==> src/rtl/mem_arb_pkg.sv <==
// Shared constants and types for the two-requester memory request arbiter.
package mem_arb_pkg;

  localparam int unsigned BEATS_PER_LINE_DEFAULT = 4;
  localparam int unsigned DATA_W                 = 128;
  localparam int unsigned WR_BIT                 = 127;
  localparam int unsigned ADDR_MSB               = 31;

  typedef enum logic {
    StIdle  = 1'b0,
    StBurst = 1'b1
  } req_state_e;

endpackage

==> src/rtl/owner_fifo.sv <==
// Tracks which requester owns each outstanding read, in issue order.
module owner_fifo #(
  parameter int unsigned DEPTH = 4
) (
  input  logic i_clk,
  input  logic i_rst_n,
  input  logic i_push,
  input  logic i_push_id,
  input  logic i_pop,
  output logic o_head_id,
  output logic o_full,
  output logic o_empty
);

  localparam int unsigned AW = (DEPTH > 1) ? $clog2(DEPTH) : 1;

  logic          r_mem [DEPTH];
  logic [AW-1:0] r_wr_ptr;
  logic [AW-1:0] r_rd_ptr;
  logic [AW:0]   r_count;
  logic          w_push;
  logic          w_pop;

  assign w_push = i_push & ~o_full;
  assign w_pop  = i_pop & ~o_empty;

  // DEPTH is a power of two, so the pointers wrap on their own.
  always_ff @(posedge i_clk) begin
    if (!i_rst_n) begin
      r_wr_ptr <= '0;
      r_rd_ptr <= '0;
      r_count  <= '0;
    end else begin
      if (w_push) begin
        r_mem[r_wr_ptr] <= i_push_id;
        r_wr_ptr        <= r_wr_ptr + 1'b1;
      end
      if (w_pop) begin
        r_rd_ptr <= r_rd_ptr + 1'b1;
      end
      case ({w_push, w_pop})
        2'b10:   r_count <= r_count + 1'b1;
        2'b01:   r_count <= r_count - 1'b1;
        default: r_count <= r_count;
      endcase
    end
  end

  assign o_full    = (r_count == (AW + 1)'(DEPTH));
  assign o_empty   = (r_count == '0);
  assign o_head_id = r_mem[r_rd_ptr];

endmodule

==> src/rtl/mem_req_arbiter.sv <==
// Round-robin arbiter merging two packetised request streams onto one memory port and
// routing in-order read responses back to the requester that issued them.
module mem_req_arbiter
  import mem_arb_pkg::*;
#(
  parameter int unsigned TAG_DEPTH      = 4,
  parameter int unsigned BEATS_PER_LINE = BEATS_PER_LINE_DEFAULT
) (
  input  logic              clk_in,
  input  logic              rst_n_in,
  input  logic              s0_req_axis_valid,
  output logic              s0_req_axis_ready,
  input  logic              s0_req_axis_tuser,
  input  logic [DATA_W-1:0] s0_req_axis_data,
  input  logic              s1_req_axis_valid,
  output logic              s1_req_axis_ready,
  input  logic              s1_req_axis_tuser,
  input  logic [DATA_W-1:0] s1_req_axis_data,
  output logic              m_req_axis_valid,
  input  logic              m_req_axis_ready,
  output logic              m_req_axis_tuser,
  output logic [DATA_W-1:0] m_req_axis_data,
  input  logic              m_resp_axis_valid,
  output logic              m_resp_axis_ready,
  input  logic              m_resp_axis_tuser,
  input  logic [DATA_W-1:0] m_resp_axis_data,
  output logic              s0_resp_axis_valid,
  input  logic              s0_resp_axis_ready,
  output logic              s0_resp_axis_tuser,
  output logic [DATA_W-1:0] s0_resp_axis_data,
  output logic              s1_resp_axis_valid,
  input  logic              s1_resp_axis_ready,
  output logic              s1_resp_axis_tuser,
  output logic [DATA_W-1:0] s1_resp_axis_data,
  output logic              protocol_err_out
);

  localparam int unsigned    BCW        = $clog2(BEATS_PER_LINE + 1);
  localparam logic [BCW-1:0] LINE_BEATS = BCW'(BEATS_PER_LINE);
  localparam logic [BCW-1:0] LAST_BEAT  = BCW'(BEATS_PER_LINE - 1);
  localparam logic [BCW-1:0] ONE_BEAT   = BCW'(1);

  req_state_e       r_state;
  req_state_e       w_state_nxt;
  logic             r_owner;
  logic             r_last_grant;
  logic             r_prot_err;
  logic [BCW-1:0]   r_beat_cnt;
  logic [BCW-1:0]   r_resp_cnt;

  logic              w_cand0;
  logic              w_cand1;
  logic              w_bad0;
  logic              w_bad1;
  logic              w_any_cand;
  logic              w_grant;
  logic              w_own_valid;
  logic              w_own_tuser;
  logic [DATA_W-1:0] w_own_data;
  logic              w_is_hdr;
  logic              w_rd_hdr;
  logic              w_blocked;
  logic              w_req_hs;
  logic              w_burst_done;
  logic              w_push;
  logic              w_pop;
  logic              w_resp_hs;
  logic              w_fifo_full;
  logic              w_fifo_empty;
  logic              w_head;

  assign w_cand0    = s0_req_axis_valid & s0_req_axis_tuser;
  assign w_cand1    = s1_req_axis_valid & s1_req_axis_tuser;
  assign w_bad0     = s0_req_axis_valid & ~s0_req_axis_tuser;
  assign w_bad1     = s1_req_axis_valid & ~s1_req_axis_tuser;
  assign w_any_cand = w_cand0 | w_cand1;
  assign w_grant    = (w_cand0 & w_cand1) ? ~r_last_grant : w_cand1;

  assign w_own_valid = r_owner ? s1_req_axis_valid : s0_req_axis_valid;
  assign w_own_tuser = r_owner ? s1_req_axis_tuser : s0_req_axis_tuser;
  assign w_own_data  = r_owner ? s1_req_axis_data  : s0_req_axis_data;

  // A zero beat count inside BURST means the header has not yet been accepted.
  assign w_is_hdr     = (r_beat_cnt == '0);
  assign w_rd_hdr     = w_is_hdr & ~w_own_data[WR_BIT];
  assign w_blocked    = w_rd_hdr & w_fifo_full;
  assign w_req_hs     = m_req_axis_valid & m_req_axis_ready;
  assign w_burst_done = w_req_hs & (w_rd_hdr | (~w_is_hdr & (r_beat_cnt == ONE_BEAT)));
  assign w_push       = w_req_hs & w_rd_hdr;

  always_ff @(posedge clk_in) begin
    if (!rst_n_in) begin
      r_state <= StIdle;
    end else begin
      r_state <= w_state_nxt;
    end
  end

  always_comb begin
    w_state_nxt = r_state;
    unique case (r_state)
      StIdle:  if (w_any_cand) w_state_nxt = StBurst;
      StBurst: if (w_burst_done) w_state_nxt = StIdle;
      default: w_state_nxt = StIdle;
    endcase
  end

  always_comb begin
    m_req_axis_valid  = 1'b0;
    m_req_axis_tuser  = w_own_tuser;
    m_req_axis_data   = w_own_data;
    s0_req_axis_ready = 1'b0;
    s1_req_axis_ready = 1'b0;
    unique case (r_state)
      StIdle: begin
        // Malformed beats are swallowed while idle so they cannot wedge the port.
        s0_req_axis_ready = w_bad0;
        s1_req_axis_ready = w_bad1;
      end
      StBurst: begin
        m_req_axis_valid  = w_own_valid & ~w_blocked;
        s0_req_axis_ready = ~r_owner & m_req_axis_ready & ~w_blocked;
        s1_req_axis_ready = r_owner & m_req_axis_ready & ~w_blocked;
      end
      default: ;
    endcase
  end

  always_ff @(posedge clk_in) begin
    if (!rst_n_in) begin
      r_owner      <= 1'b0;
      r_last_grant <= 1'b1;
      r_prot_err   <= 1'b0;
      r_beat_cnt   <= '0;
      r_resp_cnt   <= '0;
    end else begin
      r_prot_err <= (r_state == StIdle) & (w_bad0 | w_bad1);
      if ((r_state == StIdle) && w_any_cand) begin
        r_owner <= w_grant;
      end
      if (w_burst_done) begin
        r_last_grant <= r_owner;
      end
      if (w_req_hs) begin
        if (w_is_hdr) begin
          if (w_own_data[WR_BIT]) r_beat_cnt <= LINE_BEATS;
        end else begin
          r_beat_cnt <= r_beat_cnt - 1'b1;
        end
      end
      if (w_resp_hs) begin
        r_resp_cnt <= w_pop ? '0 : r_resp_cnt + 1'b1;
      end
    end
  end

  owner_fifo #(
    .DEPTH(TAG_DEPTH)
  ) u_owner_fifo (
    .i_clk     (clk_in),
    .i_rst_n   (rst_n_in),
    .i_push    (w_push),
    .i_push_id (r_owner),
    .i_pop     (w_pop),
    .o_head_id (w_head),
    .o_full    (w_fifo_full),
    .o_empty   (w_fifo_empty)
  );

  assign m_resp_axis_ready  = ~w_fifo_empty & (w_head ? s1_resp_axis_ready : s0_resp_axis_ready);
  assign w_resp_hs          = m_resp_axis_valid & m_resp_axis_ready;
  assign w_pop              = w_resp_hs & (r_resp_cnt == LAST_BEAT);

  assign s0_resp_axis_valid = ~w_fifo_empty & ~w_head & m_resp_axis_valid;
  assign s1_resp_axis_valid = ~w_fifo_empty & w_head & m_resp_axis_valid;
  assign s0_resp_axis_tuser = m_resp_axis_tuser;
  assign s1_resp_axis_tuser = m_resp_axis_tuser;
  assign s0_resp_axis_data  = m_resp_axis_data;
  assign s1_resp_axis_data  = m_resp_axis_data;

  assign protocol_err_out   = r_prot_err;

endmodule

==> config.mk <==
export PLATFORM = sky130hd
export DESIGN_NAME = mem_req_arbiter
export DESIGN_NICKNAME = d
export VERILOG_FILES = /design/src/rtl/mem_arb_pkg.sv /design/src/rtl/owner_fifo.sv /design/src/rtl/mem_req_arbiter.sv
export SDC_FILE = /design/constraint.sdc
export NUM_CORES = 1
export LEC_CHECK = 0
export ABC_AREA = 1
export CAP_MARGIN = 20
export CORE_AREA = 2 2 310 312
export DETAILED_ROUTE_END_ITERATION = 10
export DIE_AREA = 0 0 312 314
export PLACE_DENSITY = 0.35
export SYNTH_ARGS = -nofsm -noshare
export SYNTH_HDL_FRONTEND = slang
export SYNTH_SLANG_ARGS = --single-unit
export TNS_END_PERCENT = 30
==> constraint.sdc <==
create_clock -name clk_in -period 2.49 [get_ports clk_in]
set_input_delay 0.498 -clock clk_in [delete_from_list [all_inputs] [get_ports clk_in]]
set_output_delay 0.498 -clock clk_in [all_outputs]
set_load 0.03 [all_outputs]
==> flow_metrics.env, run 1 <==
export IMPL_status="completed"
export IMPL_cp_arrival_ns=2.53
export IMPL_post_cts_buffers=0
export IMPL_grt_pass1_vias=5546
export IMPL_p_per_area_nw_per_um2=286
export IMPL_finalSetupViolCount=0
export IMPL_cp_max_fo=4
export IMPL_io_buffer_count=401
export IMPL_leakage_nw=3.69
export IMPL_tightest_slew_ns=0.680
export IMPL_grt_usage_pct=7.98
export IMPL_r2r_end="u_owner_fifo.r_count[2]"
export IMPL_synthesis_nets=1233
export IMPL_routedWlPerCell_um=18.4
export IMPL_fin_tns_setup_ns=0
export IMPL_die_w_um=312
export IMPL_synth_top_area_cell="buf_4"
export IMPL_maxSlewHeadroom_pct=54.6
export IMPL_placed_area_um2=8670
export IMPL_cp_start_kind="primary input"
export IMPL_gp_congestion=0.752
export IMPL_routed_via_density=2.37
export IMPL_final_nets=1372
export IMPL_htreeDepth=1
export IMPL_ys_flop_type="dfxtp_1"
export IMPL_vias=5303
export IMPL_critPathKind="primary input to flip-flop"
export IMPL_post_cts_resized=0
export IMPL_synth_most_common_cell="nand2_1"
export IMPL_area_growth_pct=85.4
export IMPL_grt_max_degree=75
export IMPL_cp_required_ns=2.64
export IMPL_fin_util_pct=9.27
export IMPL_syn_area_um2=4720
export IMPL_cts_root_buf="clkbuf_16"
export IMPL_crit_start="s1_req_axis_data[127]"
export IMPL_hpwl_um=37600
export IMPL_fin_skew_ns=0.00446
export IMPL_fin_cells=2235
export IMPL_synthArstFlopShare_pct=0
export IMPL_first_pass_iters=4
export IMPL_drive_gt1_share_pct=17.6
export IMPL_synthDominantCellAreaShare_pct=41.2
export IMPL_clkTransAtPathRegs_ns=0.06
export IMPL_period_share_pct=95.7
export IMPL_io_pins=789
export IMPL_maxCapViolCount=0
export IMPL_cts_sinks=23
export IMPL_cts_path_max_buffers=2
export IMPL_final_area_um2=8760
export IMPL_die_area_um2=98000
export IMPL_die_y_um=314
export IMPL_cts_buffers=3
export IMPL_ys_seq_area_share_pct=10.6
export IMPL_nFillCells=11254
export IMPL_maxSlewViolCount=0
export IMPL_ys_ff_latch=23
export IMPL_std_cell_rows=113
export IMPL_cts_tree="built"
export IMPL_drc_errors=0
export IMPL_period_needed_ns=2.38
export IMPL_clock_latency_ns=0.26
export IMPL_post_place_cells=2230
export IMPL_synth_cell_types=27
export IMPL_drtIter0Drc=189
export IMPL_synth_warnings=0
export IMPL_grt_overflow_total=0
export IMPL_antenna_found_initial=16
export IMPL_hold_viol=0
export IMPL_grt_pass1_wl_um=52600
export IMPL_netlist_instances=831
export IMPL_antenna_left=0
export IMPL_synth_edf_count=4
export IMPL_end_kind="flip-flop"
export IMPL_hp_class="flip-flop to flip-flop"
export IMPL_rrSetupSlack_ns=0.19
export IMPL_synthTopCellsByCount="nand2_1, buf_4, inv_1"
export IMPL_synth_area_leaders="buf_4, nand2_1, dfxtp_1"
export IMPL_wirelength_um=41200
export IMPL_cts_hold_buf=0
export IMPL_crit_end="u_owner_fifo.r_count[2]"
export IMPL_syn_avg_cell_area_um2=5.69
export IMPL_core_area_um2=94400
export IMPL_whs_ns=0.458
export IMPL_start_util_pct=5.00
export IMPL_reg2reg_depth=15
export IMPL_vdd_ir_drop_max_v=0.000195
export IMPL_fmax_mhz=420
export IMPL_rsz0062_at_grt="yes"
-- cell type report --
cell class                      instances  area (um2)  area share [%]
Clock buffer                            3        75.1           0.857
Antenna cell                            1        2.50          0.0286
Sequential cell                        23         504            5.76
Inverter                               28         110            1.26
Timing Repair Buffer                  422        4420            50.5
Clock inverter                          1        5.00          0.0571
Tap cell                             1265        1580            18.1
Multi-Input combinational cell        492        2060            23.5
-- worst min path at each step --
| stage | startpoint | end | depth (start not counted) |
|---|---|---|---|
| 2_1_floorplan | r_last_grant | r_last_grant | 2 |
| 3_3_place_gp | r_resp_cnt[2] | r_resp_cnt[2] | 2 |
| 3_5_place_dp | r_resp_cnt[2] | r_resp_cnt[2] | 2 |
| 4_1_cts | r_resp_cnt[2] | r_resp_cnt[2] | 2 |
| 5_1_grt | r_resp_cnt[2] | r_resp_cnt[2] | 2 |
| 6_report | r_resp_cnt[2] | r_resp_cnt[2] | 2 |
-- layer usage --
| layer | share of wire [%] | up-vias | GRT usage [%] |
|---|---|---|---|
| li1 | - | 2526 | - |
| met1 | 31 | 2105 | 7.39 |
| met2 | 45 | 606 | 13.2 |
| met3 | 22 | 58 | 7.54 |
| met4 | 1.1 | 8 | 0.819 |
| met5 | 0.13 | - | 0.145 |
-- placed cells by master (no fill, tap or decap), drive strengths merged, types with 2 or more instances in the layout --
cell / n
nand2: 410
clkdlybuf4s50: 266
buf: 154
inv: 28
nor2: 21
dfxtp: 19
nand3: 17
a21oi: 14
o21ai: 12
ha: 6
nand4: 6
edfxtp: 4
clkbuf: 3
nor3: 2
dlymetal6s2s: 2
-- state kept, by name, indices dropped and copies added (netlist names), named ones only --
register and count:
protocol_err_out 1, r_beat_cnt 3, r_last_grant 1, r_owner 1, r_resp_cnt 3, r_state 1
u_owner_fifo.r_count 3, u_owner_fifo.r_mem 4, u_owner_fifo.r_rd_ptr 2, u_owner_fifo.r_wr_ptr 2
-- cell families (layout without fill, tap and decap cells) --
logic type | after synthesis | count (layout) | synth area share [%]
and+or+nand+nor | 457 | 457 | 38.3
DFF | 23 | 23 | 10.6
buffers and inverters | 316 | 454 | 45.8
AOI/OAI and AO/OA | 27 | 27 | 3.07
other | 0 | 1 | 0
xor gates and xnor gates | 1 | 1 | 0.185
adders and majority gates | 7 | 7 | 2.01
-- report_power, final --
part           leakage (nW)  total, mW  internal (mW)  switching [mW]
clock network        0.0409      0.354          0.216           0.138
logic                  3.46       1.76          0.874           0.887
registers             0.192      0.393          0.385         0.00775
total                  3.69       2.51           1.48            1.03
-- per-stage QoR --
step	worst slack [ns]	power [mW]
3_5_place_dp	-0.190	2.19
5_1_grt	-0.0558	2.65
6_report	0.107	2.51
4_1_cts	0.0173	2.56
2_1_floorplan	0.163	1.86
3_3_place_gp	-0.179	2.20
-- worst max-delay path: stages --
cell	delay [ns]
clkdlybuf4s50_1	0.42
nand2_1	0.15
nand2_4	0.09
nor2_8	0.12
nand2_4	0.06
nand4_2	0.08
ha_1	0.15
inv_1	0.06
fa_1	0.43
a21oi_1	0.14
o21ai_0	0.11
o21ai_0	0.17
a21oi_1	0.05
Power figures use the tool's default switching activity.
==> inputs of run 2 (changes only) <==
==> constraint.sdc (replaced) <==
create_clock -name clk_in -period 2.3 [get_ports clk_in]
set_input_delay 0.46 -clock clk_in [delete_from_list [all_inputs] [get_ports clk_in]]
set_output_delay 0.46 -clock clk_in [all_outputs]
set_load 0.03 [all_outputs]
==> flow_metrics.env, run 2 (synthesis gave the netlist of run 1 again) <==
export IMPL_status="completed"
export IMPL_rsz0062_at_grt="no"
export IMPL_crit_slowest_cell="clkdlybuf4s50_1"
export IMPL_wirelength_um=42200
export IMPL_end_kind="output pin"
export IMPL_cp_max_fo=20
export IMPL_antenna_left=0
export IMPL_hold_viol=0
export IMPL_grt_max_degree=71
export IMPL_hpwl_um=38900
export IMPL_std_cell_rows=113
export IMPL_io_pins=789
export IMPL_drive_gt1_share_pct=17.5
export IMPL_cts_path_max_buffers=2
export IMPL_grt_overflow_total=0
export IMPL_antenna_found_initial=21
export IMPL_grt_usage_pct=8.10
export IMPL_max_flop_register="u_owner_fifo.r_mem"
export IMPL_final_cell_mix="nand2_1, clkdlybuf4s50_1, buf_4, inv_1, nor2_1"
export IMPL_vias=5375
export IMPL_final_common_cell="nand2_1"
export IMPL_path_buf_inv=2
export IMPL_p_switching_mw=1.11
export IMPL_swShare_pct=42.6
export IMPL_drc_errors=0
export IMPL_maxCapViolCount=0
export IMPL_grt_pass1_wl_um=53000
export IMPL_gp_congestion=0.769
export IMPL_start_util_pct=5.00
export IMPL_crit_top_cell="nand2_1"
export IMPL_post_place_cells=2238
export IMPL_grt_pass1_vias=5471
export IMPL_area_growth_pct=79.7
export IMPL_clkTransAtPathRegs_ns=0.06
export IMPL_pwr_share_clk_pct=14.7
export IMPL_maxSlewViolCount=0
export IMPL_fin_skew_ns=0.00261
export IMPL_first_pass_iters=4
export IMPL_cts_buffers=3
export IMPL_period_needed_ns=2.21
export IMPL_routedWlPerCell_um=18.8
export IMPL_pwr_share_seq_pct=16.4
export IMPL_io_buffer_count=401
export IMPL_crit_path_cell_trace="buf_6 > nand2_1 > nand2_1 > clkdlybuf4s50_1"
export IMPL_finalSetupViolCount=0
export IMPL_die_w_um=312
export IMPL_cpLargestDelayFamily="buffers and inverters"
export IMPL_cts_root_buf="clkbuf_16"
export IMPL_fin_util_pct=8.99
export IMPL_die_area_um2=98000
export IMPL_critPathKind="flip-flop to output pin"
export IMPL_htreeDepth=1
export IMPL_drtIter0Drc=176
export IMPL_largest_reg_flops=4
export IMPL_period_share_pct=96.0
export IMPL_cp_required_ns=1.84
export IMPL_p_comb_share_pct=68.9
export IMPL_p_per_area_nw_per_um2=306
export IMPL_cp_start_kind="flip-flop"
export IMPL_core_area_um2=94400
export IMPL_vdd_ir_drop_max_v=0.000231
export IMPL_leakage_nw=3.57
export IMPL_fmax_mhz=453
export IMPL_internal_power_mw=1.49
export IMPL_tightest_slew_ns=0.443
export IMPL_final_nets=1381
export IMPL_maxSlewHeadroom_pct=70.4
export IMPL_cts_sinks=23
export IMPL_hp_class="flip-flop to flip-flop"
export IMPL_fin_cells=2247
export IMPL_die_y_um=314
export IMPL_cts_tree="built"
export IMPL_routed_via_density=2.39
export IMPL_cp_arrival_ns=1.75
export IMPL_clock_latency_ns=0.26
export IMPL_cpPeakStageDelay_ns=0.67
==> run 2: changes by cell type in the layout (fill, tap and decap cells not counted), sizes merged <==
cell	delta
diode	+3
clkdlybuf4s50	+16
buf	-7
==> run 2: metrics by stage <==
step / worst slack, ns / setup TNS (ns) / hold WS [ns] / power (mW) / instance area (um2)
after floorplan: 0.0910 / 0 / 0.429 / 2.02 / 4730
after global placement: -0.320 / -0.443 / 0.448 / 2.25 / 8360
after detailed placement: -0.266 / -0.378 / 0.450 / 2.25 / 8360
after CTS: 0.00856 / 0 / 0.462 / 2.65 / 8450
after global routing: 0.00853 / 0 / 0.491 / 2.76 / 8490
final: 0.0924 / 0 / 0.457 / 2.60 / 8490
==> run 2: power by group through the flow <==
stage / combinational [mW] / sequential [mW] / clock [mW]
floorplan: 1.58 / 0.433 / 0
global placement: 1.82 / 0.435 / 0
detailed placement: 1.81 / 0.435 / 0
CTS: 1.82 / 0.425 / 0.406
global route: 1.91 / 0.427 / 0.422
finish: 1.79 / 0.426 / 0.383
==> run 2: worst min-delay path: stages, from the launching register on <==
cell	delay, ns
dfxtp_1	0.31
nand3_1	0.07
inv_1	0.03
==> run 2: repair_timing <==
action                                 4_1_cts  5_1_grt
gates resized for setup                      3       11
setup buffers                                0        1
hold buffers                                 0        0
pin swaps                                    0        4
endpoints found under the hold margin        0        0
setup endpoints to repair                   22        4
==> run 2: layout make-up <==
cell class / count / area, um2
diodes: 4 / 10.0
clock buffers: 3 / 75.1
multi-input cells: 492 / 2080
well taps: 1265 / 1580
repair buffers: 431 / 4120
clock inverters: 1 / 5.00
inverters: 28 / 110
fillers: 11310 / 86000
flip-flops and latches: 23 / 505
==> run 2: per-layer routing <==
layer	GRT usage, %	part of all wire (%)
met1	7.53	32
met3	8.68	24
met2	12.4	42
met4	0.962	1.3
met5	1.21	0.59
==> run 2: worst paths after layout <==
kind                                 from                 endpoint  slack, ns  depth (start not counted)
setup / recovery                  r_owner      m_req_axis_data[37]       0.09                          4
hold / removal              r_resp_cnt[2]            r_resp_cnt[2]       0.46                          2
setup reg to reg  u_owner_fifo.r_count[1]  u_owner_fifo.r_count[2]       0.23                         13
hold reg to reg             r_resp_cnt[2]            r_resp_cnt[2]       0.46                          2
==> inputs of run 3 (changes only) <==
--- a/config.mk
+++ b/config.mk
@@ -10,7 +10,7 @@
 export CORE_AREA = 2 2 310 312
 export DETAILED_ROUTE_END_ITERATION = 10
 export DIE_AREA = 0 0 312 314
-export PLACE_DENSITY = 0.35
+export PLACE_DENSITY = 0.37
 export SYNTH_ARGS = -nofsm -noshare
 export SYNTH_HDL_FRONTEND = slang
 export SYNTH_SLANG_ARGS = --single-unit
==> flow_metrics.env, run 3 (synthesis gave the netlist of run 1 again) <==
export IMPL_final_area_um2=8550
export IMPL_fin_tns_setup_ns=0
export IMPL_final_nets=1383
export IMPL_io_pins=789
export IMPL_max_flop_register="u_owner_fifo.r_mem"
export IMPL_wirelength_um=43800
export IMPL_grt_overflow_total=0
export IMPL_tightest_slew_ns=0.357
export IMPL_first_pass_iters=4
export IMPL_cts_tree="built"
export IMPL_io_buffer_count=401
export IMPL_leakage_nw=3.64
export IMPL_fin_skew_ns=0.00190
export IMPL_cp_start_kind="primary input"
export IMPL_hold_viol=0
export IMPL_cp_arrival_ns=1.75
export IMPL_drive_gt1_share_pct=16.4
export IMPL_end_kind="output pin"
export IMPL_die_y_um=314
export IMPL_fin_ws_ns=0.0904
export IMPL_drc_errors=0
export IMPL_placed_area_um2=8450
export IMPL_grt_pass1_wl_um=55000
export IMPL_rrSetupSlack_ns=0.20
export IMPL_crit_path_cell_trace="clkdlybuf4s50_1 > nand2_2 > nand2_4 > nor2_8 > nand2_4 > buf_4 > nand3_1 > o21ai_0 > buf_4"
export IMPL_std_cell_rows=113
export IMPL_cts_path_max_buffers=2
export IMPL_period_needed_ns=2.21
export IMPL_hp_class="flip-flop to flip-flop"
export IMPL_maxSlewViolCount=0
export IMPL_p_per_area_nw_per_um2=304
export IMPL_start_util_pct=5.00
export IMPL_fmax_mhz=453
export IMPL_antenna_found_initial=28
export IMPL_clock_latency_ns=0.25
export IMPL_nFillCells=11301
export IMPL_clkTransAtPathRegs_ns=0.06
export IMPL_routed_via_density=2.41
export IMPL_die_area_um2=98000
export IMPL_hpwl_um=40200
export IMPL_cp_required_ns=1.84
export IMPL_largest_reg_flops=4
export IMPL_grt_usage_pct=8.46
export IMPL_grt_pass1_vias=5639
export IMPL_maxSlewHeadroom_pct=76.2
export IMPL_area_growth_pct=81.0
export IMPL_drtIter0Drc=223
export IMPL_htreeDepth=1
export IMPL_power_total_mw=2.60
export IMPL_vias=5440
export IMPL_maxCapViolCount=0
export IMPL_die_w_um=312
export IMPL_gp_congestion=0.759
export IMPL_cpPeakStageDelay_ns=0.47
export IMPL_core_area_um2=94400
export IMPL_finalSetupViolCount=0
export IMPL_rsz0062_at_grt="yes"
export IMPL_final_common_cell="nand2_1"
export IMPL_cts_root_buf="clkbuf_16"
export IMPL_post_place_ws_ns=-0.275
export IMPL_routedWlPerCell_um=19.4
export IMPL_antenna_left=0
export IMPL_cp_max_fo=3
export IMPL_critPathKind="primary input to output pin"
export IMPL_grt_max_degree=57
export IMPL_cts_buffers=3
export IMPL_cts_sinks=23
export IMPL_final_cell_mix="nand2_1, clkdlybuf4s50_1, buf_4, inv_1, dlygate4sd2_1"
export IMPL_vdd_ir_drop_max_v=0.000168
export IMPL_status="completed"
export IMPL_period_share_pct=96.1
export IMPL_crit_slowest_cell="clkdlybuf4s50_1"
-- run 3: cell types whose count changed in the layout (fill, tap and decap cells not counted), sizes merged --
cell           previous run  this run
dlymetal6s2s              2         5
buf                     147       139
diode                     4         8
clkdlybuf4s50           282       266
dlygate4sd2               0        23
-- run 3: stage by stage --
step	hold WS (ns)	cells	util, %
after CTS	0.462	2245	9.00
after global placement	0.455	2241	8.94
after floorplan	0.429	831	-
after detailed placement	0.451	2241	8.94
after global routing	0.488	2247	9.04
final	0.455	2253	9.05
-- run 3: worst paths after layout --
kind	depth (start not counted)	to	from
setup reg to reg	14	u_owner_fifo.r_count[2]	u_owner_fifo.r_mem[3]
setup / recovery	9	s1_req_axis_ready	s0_req_axis_data[127]
hold / removal	2	r_resp_cnt[2]	r_resp_cnt[2]
hold reg to reg	2	r_resp_cnt[2]	r_resp_cnt[2]
-- run 3: repair_timing --
item	CTS	global route
hold buffers	0	0
pin swaps	0	2
setup endpoints to repair	29	8
buffers inserted	0	0
resized for setup	25	12
-- run 3: layer usage --
metal  global-route usage (%)  vias to the layer above  part of all wire (%)
met5                        0                        -                  0.11
met4                     1.51                        8                   2.4
met3                     8.15                       57                    22
met2                     13.5                      630                    43
met1                     7.87                     2187                    32
li1                         -                     2558                     -
-- run 3: where the power goes --
group,switching [mW],internal [mW]
clock network,0.142,0.234
registers,0.00935,0.417
logic,0.960,0.834
total,1.11,1.48
-- run 3: area by class of cell --
type | instances | area [um2] | area share (%)
clock buffer | 3 | 75.1 | 0.878
tap | 1265 | 1580 | 18.5
inverter | 28 | 110 | 1.29
multi-input combinational | 492 | 2070 | 24.2
clock inverter | 1 | 5.00 | 0.0585
antenna | 8 | 20.0 | 0.234
sequential | 23 | 505 | 5.91
timing repair buffer | 433 | 4180 | 48.9
-- run 3: critical path: cells and delay by family --
family                 cells  cell delay (ns)
AO/OA/AOI/OAI              1             0.18
AND/OR/NAND/NOR            5             0.33
buffers and inverters      3             0.77
